==> config.mk <==
export PLATFORM = sky130hd
export DESIGN_NAME = axi_sram_slave_flat
export DESIGN_NICKNAME = d
export VERILOG_FILES = /design/src/rtl/axi_sram_slave_if.sv /design/src/rtl/axi_sram_slave.sv /design/src/flat_wrapper.sv
export SDC_FILE = /design/constraint.sdc
export NUM_CORES = 1
export LEC_CHECK = 0
export CORE_AREA = 2 2 121 123
export CTS_BUF_LIST = sky130_fd_sc_hd__clkbuf_4 sky130_fd_sc_hd__clkbuf_8
export DETAILED_ROUTE_END_ITERATION = 7
export DIE_AREA = 0 0 123 125
export PLACE_DENSITY = 0.74
export SLEW_MARGIN = 20
export SYNTH_ARGS = -nofsm -noshare
export SYNTH_HDL_FRONTEND = slang
export SYNTH_SLANG_ARGS = --single-unit
==> constraint.sdc <==
create_clock -name clk -period 3.6 [get_ports clk]
set_clock_uncertainty 0.2 [all_clocks]
set_input_delay 0.72 -clock clk [delete_from_list [all_inputs] [get_ports clk]]
set_output_delay 0.72 -clock clk [all_outputs]
set_load 0.005 [all_outputs]
==> src/rtl/axi_sram_slave_if.sv <==
// AXI4 AR/R/AW/W/B channel bundle between the interconnect master and the SRAM slave.
interface axi_sram_slave_if #(
    parameter int ID_W   = 8,
    parameter int ADDR_W = 32,
    parameter int DATA_W = 32,
    parameter int LEN_W  = 4
);
    logic [ID_W-1:0]   ARID;
    logic [ADDR_W-1:0] ARADDR;
    logic [LEN_W-1:0]  ARLEN;
    logic [2:0]        ARSIZE;
    logic [1:0]        ARBURST;
    logic              ARVALID;
    logic              ARREADY;

    logic [ID_W-1:0]   RID;
    logic [DATA_W-1:0] RDATA;
    logic [1:0]        RRESP;
    logic              RLAST;
    logic              RVALID;
    logic              RREADY;

    logic [ID_W-1:0]   AWID;
    logic [ADDR_W-1:0] AWADDR;
    logic [LEN_W-1:0]  AWLEN;
    logic [2:0]        AWSIZE;
    logic [1:0]        AWBURST;
    logic              AWVALID;
    logic              AWREADY;

    logic [DATA_W-1:0] WDATA;
    logic [3:0]        WSTRB;
    logic              WLAST;
    logic              WVALID;
    logic              WREADY;

    logic [ID_W-1:0]   BID;
    logic [1:0]        BRESP;
    logic              BVALID;
    logic              BREADY;

    modport master (
        output ARID, ARADDR, ARLEN, ARSIZE, ARBURST, ARVALID,
        input  ARREADY,
        input  RID, RDATA, RRESP, RLAST, RVALID,
        output RREADY,
        output AWID, AWADDR, AWLEN, AWSIZE, AWBURST, AWVALID,
        input  AWREADY,
        output WDATA, WSTRB, WLAST, WVALID,
        input  WREADY,
        input  BID, BRESP, BVALID,
        output BREADY
    );

    modport slave (
        input  ARID, ARADDR, ARLEN, ARSIZE, ARBURST, ARVALID,
        output ARREADY,
        output RID, RDATA, RRESP, RLAST, RVALID,
        input  RREADY,
        input  AWID, AWADDR, AWLEN, AWSIZE, AWBURST, AWVALID,
        output AWREADY,
        input  WDATA, WSTRB, WLAST, WVALID,
        output WREADY,
        output BID, BRESP, BVALID,
        input  BREADY
    );
endinterface

==> src/rtl/axi_sram_slave.sv <==
// AXI4 slave servicing one INCR burst at a time against a single-port, byte-maskable SRAM.
// Reads take two cycles per beat (fetch, then present); writes commit one beat per cycle.
module axi_sram_slave #(
    parameter int ID_W   = 8,
    parameter int ADDR_W = 32,
    parameter int DATA_W = 32,
    parameter int LEN_W  = 4,
    parameter int MEM_AW = 14
) (
    input  logic              clk,
    input  logic              rst,
    axi_sram_slave_if.slave   axi,
    output logic              SRAM_CEB,
    output logic              SRAM_WEB,
    output logic [31:0]       SRAM_BWEB,
    output logic [MEM_AW-1:0] SRAM_A,
    output logic [31:0]       SRAM_DI,
    input  logic [31:0]       SRAM_DO
);
    typedef enum logic [2:0] {IDLE, R_FETCH, R_DATA, W_DATA, B_RESP} state_t;

    localparam logic [1:0] RESP_OKAY   = 2'b00;
    localparam logic [1:0] RESP_SLVERR = 2'b10;

    state_t            state, state_d;
    logic [MEM_AW-1:0] addr_q, addr_d;
    logic [LEN_W-1:0]  len_q, len_d;
    logic [LEN_W-1:0]  beat_q, beat_d;
    logic [ID_W-1:0]   id_q, id_d;
    logic              over_q, over_d;
    logic [1:0]        bresp_q, bresp_d;
    logic              rdy_en_q;
    logic              last_beat;

    // Size/burst fields and address bits outside the SRAM window carry no meaning here.
    logic unused_bits;
    assign unused_bits = ^{axi.ARSIZE, axi.ARBURST, axi.AWSIZE, axi.AWBURST,
                           axi.ARADDR[ADDR_W-1:MEM_AW+2], axi.ARADDR[1:0],
                           axi.AWADDR[ADDR_W-1:MEM_AW+2], axi.AWADDR[1:0]};

    assign last_beat = (beat_q == len_q);
    assign axi.RID   = id_q;
    assign axi.BID   = id_q;
    assign axi.RRESP = RESP_OKAY;
    assign axi.BRESP = bresp_q;
    assign SRAM_A    = addr_q;
    assign SRAM_DI   = axi.WDATA;

    // NOTE: every signal written below gets a default first, so no path leaves a latch behind.
    always_comb begin
        state_d     = state;
        addr_d      = addr_q;
        len_d       = len_q;
        beat_d      = beat_q;
        id_d        = id_q;
        over_d      = over_q;
        bresp_d     = bresp_q;
        axi.ARREADY = 1'b0;
        axi.AWREADY = 1'b0;
        axi.RVALID  = 1'b0;
        axi.RLAST   = 1'b0;
        axi.RDATA   = '0;
        axi.WREADY  = 1'b0;
        axi.BVALID  = 1'b0;
        SRAM_CEB    = 1'b1;
        SRAM_WEB    = 1'b1;
        SRAM_BWEB   = '1;

        unique case (state)
            IDLE: begin
                // Reads take priority when both address channels request together.
                axi.ARREADY = rdy_en_q;
                axi.AWREADY = rdy_en_q & ~axi.ARVALID;
                if (rdy_en_q && axi.ARVALID) begin
                    id_d    = axi.ARID;
                    addr_d  = axi.ARADDR[MEM_AW+1:2];
                    len_d   = axi.ARLEN;
                    beat_d  = '0;
                    state_d = R_FETCH;
                end else if (rdy_en_q && axi.AWVALID) begin
                    id_d    = axi.AWID;
                    addr_d  = axi.AWADDR[MEM_AW+1:2];
                    len_d   = axi.AWLEN;
                    beat_d  = '0;
                    over_d  = 1'b0;
                    state_d = W_DATA;
                end
            end
            R_FETCH: begin
                SRAM_CEB = 1'b0;
                state_d  = R_DATA;
            end
            R_DATA: begin
                // The macro holds DO while deselected, so RDATA stays stable under backpressure.
                axi.RVALID = 1'b1;
                axi.RDATA  = SRAM_DO;
                axi.RLAST  = last_beat;
                if (axi.RREADY) begin
                    if (last_beat) begin
                        state_d = IDLE;
                    end else begin
                        addr_d  = addr_q + MEM_AW'(1);
                        beat_d  = beat_q + LEN_W'(1);
                        state_d = R_FETCH;
                    end
                end
            end
            W_DATA: begin
                axi.WREADY = 1'b1;
                if (axi.WVALID) begin
                    SRAM_CEB = 1'b0;
                    SRAM_WEB = 1'b0;
                    for (int k = 0; k < 4; k++) begin
                        SRAM_BWEB[8*k +: 8] = {8{~axi.WSTRB[k]}};
                    end
                    addr_d = addr_q + MEM_AW'(1);
                    beat_d = beat_q + LEN_W'(1);
                    // Once the announced length is used up, any later beat is an overrun.
                    if (last_beat && !axi.WLAST) begin
                        over_d = 1'b1;
                    end
                    if (axi.WLAST) begin
                        bresp_d = (!over_q && last_beat) ? RESP_OKAY : RESP_SLVERR;
                        state_d = B_RESP;
                    end
                end
            end
            B_RESP: begin
                axi.BVALID = 1'b1;
                if (axi.BREADY) begin
                    state_d = IDLE;
                end
            end
            default: state_d = IDLE;
        endcase
    end

    // NOTE: registers use non-blocking assignments so all of them sample pre-edge values.
    always_ff @(posedge clk or negedge rst) begin
        if (!rst) begin
            state    <= IDLE;
            addr_q   <= '0;
            len_q    <= '0;
            beat_q   <= '0;
            id_q     <= '0;
            over_q   <= 1'b0;
            bresp_q  <= RESP_OKAY;
            rdy_en_q <= 1'b0;
        end else begin
            state    <= state_d;
            addr_q   <= addr_d;
            len_q    <= len_d;
            beat_q   <= beat_d;
            id_q     <= id_d;
            over_q   <= over_d;
            bresp_q  <= bresp_d;
            rdy_en_q <= 1'b1;
        end
    end
endmodule
==> src/flat_wrapper.sv <==
// flat-port wrapper written by rule: the top's interface ports become plain ports
module axi_sram_slave_flat 
#(
    parameter int ID_W   = 8,
    parameter int ADDR_W = 32,
    parameter int DATA_W = 32,
    parameter int LEN_W  = 4,
    parameter int MEM_AW = 14
)
  (clk, rst, SRAM_CEB, SRAM_WEB, SRAM_BWEB, SRAM_A, SRAM_DI, SRAM_DO, axi_ARID, axi_ARADDR, axi_ARLEN, axi_ARSIZE, axi_ARBURST, axi_ARVALID, axi_ARREADY, axi_RID, axi_RDATA, axi_RRESP, axi_RLAST, axi_RVALID, axi_RREADY, axi_AWID, axi_AWADDR, axi_AWLEN, axi_AWSIZE, axi_AWBURST, axi_AWVALID, axi_AWREADY, axi_WDATA, axi_WSTRB, axi_WLAST, axi_WVALID, axi_WREADY, axi_BID, axi_BRESP, axi_BVALID, axi_BREADY);
  axi_sram_slave_if #(.ID_W(ID_W), .ADDR_W(ADDR_W), .DATA_W(DATA_W), .LEN_W(LEN_W)) axi_i ();
  input  logic clk;
  input  logic rst;
  output logic SRAM_CEB;
  output logic SRAM_WEB;
  output logic [31:0] SRAM_BWEB;
  output logic [MEM_AW-1:0] SRAM_A;
  output logic [31:0] SRAM_DI;
  input  logic [31:0] SRAM_DO;
  input wire logic [$bits(axi_i.ARID)-1:0] axi_ARID;
  input wire logic [$bits(axi_i.ARADDR)-1:0] axi_ARADDR;
  input wire logic [$bits(axi_i.ARLEN)-1:0] axi_ARLEN;
  input wire logic [$bits(axi_i.ARSIZE)-1:0] axi_ARSIZE;
  input wire logic [$bits(axi_i.ARBURST)-1:0] axi_ARBURST;
  input wire logic [$bits(axi_i.ARVALID)-1:0] axi_ARVALID;
  output wire logic [$bits(axi_i.ARREADY)-1:0] axi_ARREADY;
  output wire logic [$bits(axi_i.RID)-1:0] axi_RID;
  output wire logic [$bits(axi_i.RDATA)-1:0] axi_RDATA;
  output wire logic [$bits(axi_i.RRESP)-1:0] axi_RRESP;
  output wire logic [$bits(axi_i.RLAST)-1:0] axi_RLAST;
  output wire logic [$bits(axi_i.RVALID)-1:0] axi_RVALID;
  input wire logic [$bits(axi_i.RREADY)-1:0] axi_RREADY;
  input wire logic [$bits(axi_i.AWID)-1:0] axi_AWID;
  input wire logic [$bits(axi_i.AWADDR)-1:0] axi_AWADDR;
  input wire logic [$bits(axi_i.AWLEN)-1:0] axi_AWLEN;
  input wire logic [$bits(axi_i.AWSIZE)-1:0] axi_AWSIZE;
  input wire logic [$bits(axi_i.AWBURST)-1:0] axi_AWBURST;
  input wire logic [$bits(axi_i.AWVALID)-1:0] axi_AWVALID;
  output wire logic [$bits(axi_i.AWREADY)-1:0] axi_AWREADY;
  input wire logic [$bits(axi_i.WDATA)-1:0] axi_WDATA;
  input wire logic [$bits(axi_i.WSTRB)-1:0] axi_WSTRB;
  input wire logic [$bits(axi_i.WLAST)-1:0] axi_WLAST;
  input wire logic [$bits(axi_i.WVALID)-1:0] axi_WVALID;
  output wire logic [$bits(axi_i.WREADY)-1:0] axi_WREADY;
  output wire logic [$bits(axi_i.BID)-1:0] axi_BID;
  output wire logic [$bits(axi_i.BRESP)-1:0] axi_BRESP;
  output wire logic [$bits(axi_i.BVALID)-1:0] axi_BVALID;
  input wire logic [$bits(axi_i.BREADY)-1:0] axi_BREADY;
  assign axi_i.ARID = axi_ARID;
  assign axi_i.ARADDR = axi_ARADDR;
  assign axi_i.ARLEN = axi_ARLEN;
  assign axi_i.ARSIZE = axi_ARSIZE;
  assign axi_i.ARBURST = axi_ARBURST;
  assign axi_i.ARVALID = axi_ARVALID;
  assign axi_ARREADY = axi_i.ARREADY;
  assign axi_RID = axi_i.RID;
  assign axi_RDATA = axi_i.RDATA;
  assign axi_RRESP = axi_i.RRESP;
  assign axi_RLAST = axi_i.RLAST;
  assign axi_RVALID = axi_i.RVALID;
  assign axi_i.RREADY = axi_RREADY;
  assign axi_i.AWID = axi_AWID;
  assign axi_i.AWADDR = axi_AWADDR;
  assign axi_i.AWLEN = axi_AWLEN;
  assign axi_i.AWSIZE = axi_AWSIZE;
  assign axi_i.AWBURST = axi_AWBURST;
  assign axi_i.AWVALID = axi_AWVALID;
  assign axi_AWREADY = axi_i.AWREADY;
  assign axi_i.WDATA = axi_WDATA;
  assign axi_i.WSTRB = axi_WSTRB;
  assign axi_i.WLAST = axi_WLAST;
  assign axi_i.WVALID = axi_WVALID;
  assign axi_WREADY = axi_i.WREADY;
  assign axi_BID = axi_i.BID;
  assign axi_BRESP = axi_i.BRESP;
  assign axi_BVALID = axi_i.BVALID;
  assign axi_i.BREADY = axi_BREADY;
  axi_sram_slave #(.ID_W(ID_W), .ADDR_W(ADDR_W), .DATA_W(DATA_W), .LEN_W(LEN_W), .MEM_AW(MEM_AW)) u_core (.clk(clk), .rst(rst), .axi(axi_i), .SRAM_CEB(SRAM_CEB), .SRAM_WEB(SRAM_WEB), .SRAM_BWEB(SRAM_BWEB), .SRAM_A(SRAM_A), .SRAM_DI(SRAM_DI), .SRAM_DO(SRAM_DO));
endmodule
==> qor.csv <==
metric;value;unit
outcome;complete, no violations;
min_to;u_core.axi.BRESP[1];
drt_iter0_drc;114;
synth_edf_count;0;
cts_hold_buffers;0;
yosysMostFrequentCell;buf_4;
crit_type;input pin to output pin;
regArea;901;um^2
vias;2794;
syn_to_final_growth;61.1;%
ir_drop;0.000276;V
synth_common_cells;71 x buf_4, 36 x dfrtp_1, 33 x and2_1;
yosysSeqAreaShare;30.8;%
rows;44;
finalSetupViolCount;0;
grt_max_degree;37;
cts_resized;0;
portBuffers;198;
yosys_warnings;0;
die_h;125;um
ys_seq_elements;36;
synth.area.top_cells;dfrtp_1 31%, buf_4 18%, and2_1 7.1%;
drive_above_1_share;4.77;%
min_period;3.25;ns
grt_pass1_wl;14400;um
viasPerCell;4.20;
crit_fanout;8;
power_per_cell_area;647;mW/mm^2
drt-pass1-iter-count;4;
final_util;33.2;%
ioPinCount;312;
core_area;0.0142;mm^2
cts_max_level;2;
critPathRequiredTime;2.68;ns
r2r-start;u_core.beat_q[0];
cts_root_buffer;clkbuf_8;
grt_overflow;0;
min_from;u_core.axi.BRESP[1];
regToRegSetupSlack;1.17;ns
fin_area;0.00471;mm^2
grt_antenna_before_repair;0;
multi_input_area;0.00139;mm^2
grtUsageTotal;11.8;%
num_antenna_cells;0;
maxCapViolCount;0;
wire_per_inst;14.0;um
max_freq;307;MHz
synthArstFlopShare;100;%
fin_nets;657;
start_util;20.6;%
cts_max_path_buffers;2;
postCtsSetupBuffers;0;
syn_inst;357;
max_slew_margin;43.1;%
gp_congestion;0.822;
ff2ff_path_depth;6;
wl;9300;um
postSynthAreaPerCell;8.19;um^2
synthFlopType;dfrtp_1;
p_total;3.05;mW
tns;0;ns
netlist_area;0.00293;mm^2
die_x;123;um
slew_violations;0;
cts_tree;yes;
clkSinkCount;36;
clk_pin_slew;0.08;ns
timing.rr.end;u_core.SRAM_A[0];
hold_class;register to register;
yosysUniqueCellTypes;44;
startpoint_type;input pin;
synth_area_leader_cell;dfrtp_1;
hold_viol;0;
arrival;2.33;ns
dp_hpwl;7360;um
clkLatencyLatePin;0.30;ns
hold_depth;2;
nFillCells;1511;
die_area;0.0154;mm^2
tightest_slew;0.854;ns
cts_buffers;5;
p_leak;1.93;nW
timing.final.crit_share;90.4;%
placed_area;0.00459;mm^2
grt_pass1_vias;2716;
drc;0;
rsz0062_at_grt;false;
cp-end-kind;output pin;
postRouteAntennaNets;0;
synth_top_area_share;30.8;%
how the worst max path moves through the flow:
stage	start	endpoint	cells past startpoint
after floorplan	u_core.state[1]	SRAM_BWEB[10]	7
after CTS	axi_WVALID	SRAM_BWEB[0]	4
after detailed placement	axi_WVALID	SRAM_BWEB[0]	4
final	axi_WVALID	SRAM_BWEB[0]	4
after global placement	axi_WVALID	SRAM_BWEB[18]	4
after global routing	u_core.state[1]	axi_RDATA[31]	6
flip-flops by register name, summed over array words and instances, names as in the netlist:
| signal | cells |
|---|---|
| u_core.over_q | 1 |
| u_core.axi.BID | 8 |
| u_core.rdy_en_q | 1 |
| u_core.axi.BRESP | 1 |
| u_core.SRAM_A | 14 |
| u_core.state | 3 |
| u_core.len_q | 4 |
| u_core.beat_q | 4 |
power breakdown:
group / total (mW) / switching, mW / internal [mW]
Clock: 0.405 / 0.160 / 0.245
Sequential: 0.802 / 0.209 / 0.592
Combinational: 1.84 / 0.770 / 1.07
metrics by stage:
stage	hold WS (ns)	cells	setup slack, ns
after detailed placement	0.283	658	0.320
final	0.296	666	0.346
after global placement	0.263	658	0.341
after CTS	0.302	666	0.313
after floorplan	0.224	359	1.24
after global routing	0.335	666	0.141
per-layer routing:
metal,vias up,wire length [um],GRT usage (%)
li1,1394,-,-
met1,1284,4040,15.5
met2,100,4470,18.9
met3,16,638,2.69
met4,0,148,3.94
met5,-,0,0
final cells by class:
class | instances | area share [%]
clock buffers | 7 | 2.04
well taps | 184 | 4.89
inverters | 6 | 0.478
repair buffers | 205 | 43.3
flip-flops and latches | 36 | 19.1
clock inverters | 1 | 0.637
multi-input cells | 227 | 29.5
worst max-delay path, stage by stage:
cell	delay (ns)
clkdlybuf4s50_1	0.53
and3_1	0.32
nand2_1	0.24
clkdlybuf4s50_1	0.53
kinds of logic (layout without fill, tap and decap cells):
kind of cell / count (synthesis) / count (layout) / synth area share [%]
mux: 19 / 19 / 6.67
buf+inv: 96 / 219 / 21.9
fa+ha+maj: 2 / 2 / 0.855
compound gates: 77 / 77 / 17.2
simple gates: 121 / 121 / 21.1
flops: 36 / 36 / 30.8
xor+xnor: 4 / 4 / 1.20
other cells: 2 / 4 / 0.257
placed cells by master, fill, tap and decap left out, types with 3 or more instances in the layout:
cell and instances:
o22a_1 6, mux2i_1 15, conb_1 4, nand3_1 12, buf_4 6, nand2_1 24, a21oi_1 28, and2_1 33
dfrtp_1 36, a31oi_1 4, inv_1 6, o22ai_1 3, clkbuf_8 7, a211oi_1 5, mux2_2 4, o21a_1 3
nor2_1 27, o21ai_0 13, nand4_1 3, nor3_1 3, and3_1 8, clkdlybuf4s50_1 197, nand2b_1 4, xnor2_1 4
Power figures use the tool's default switching activity.
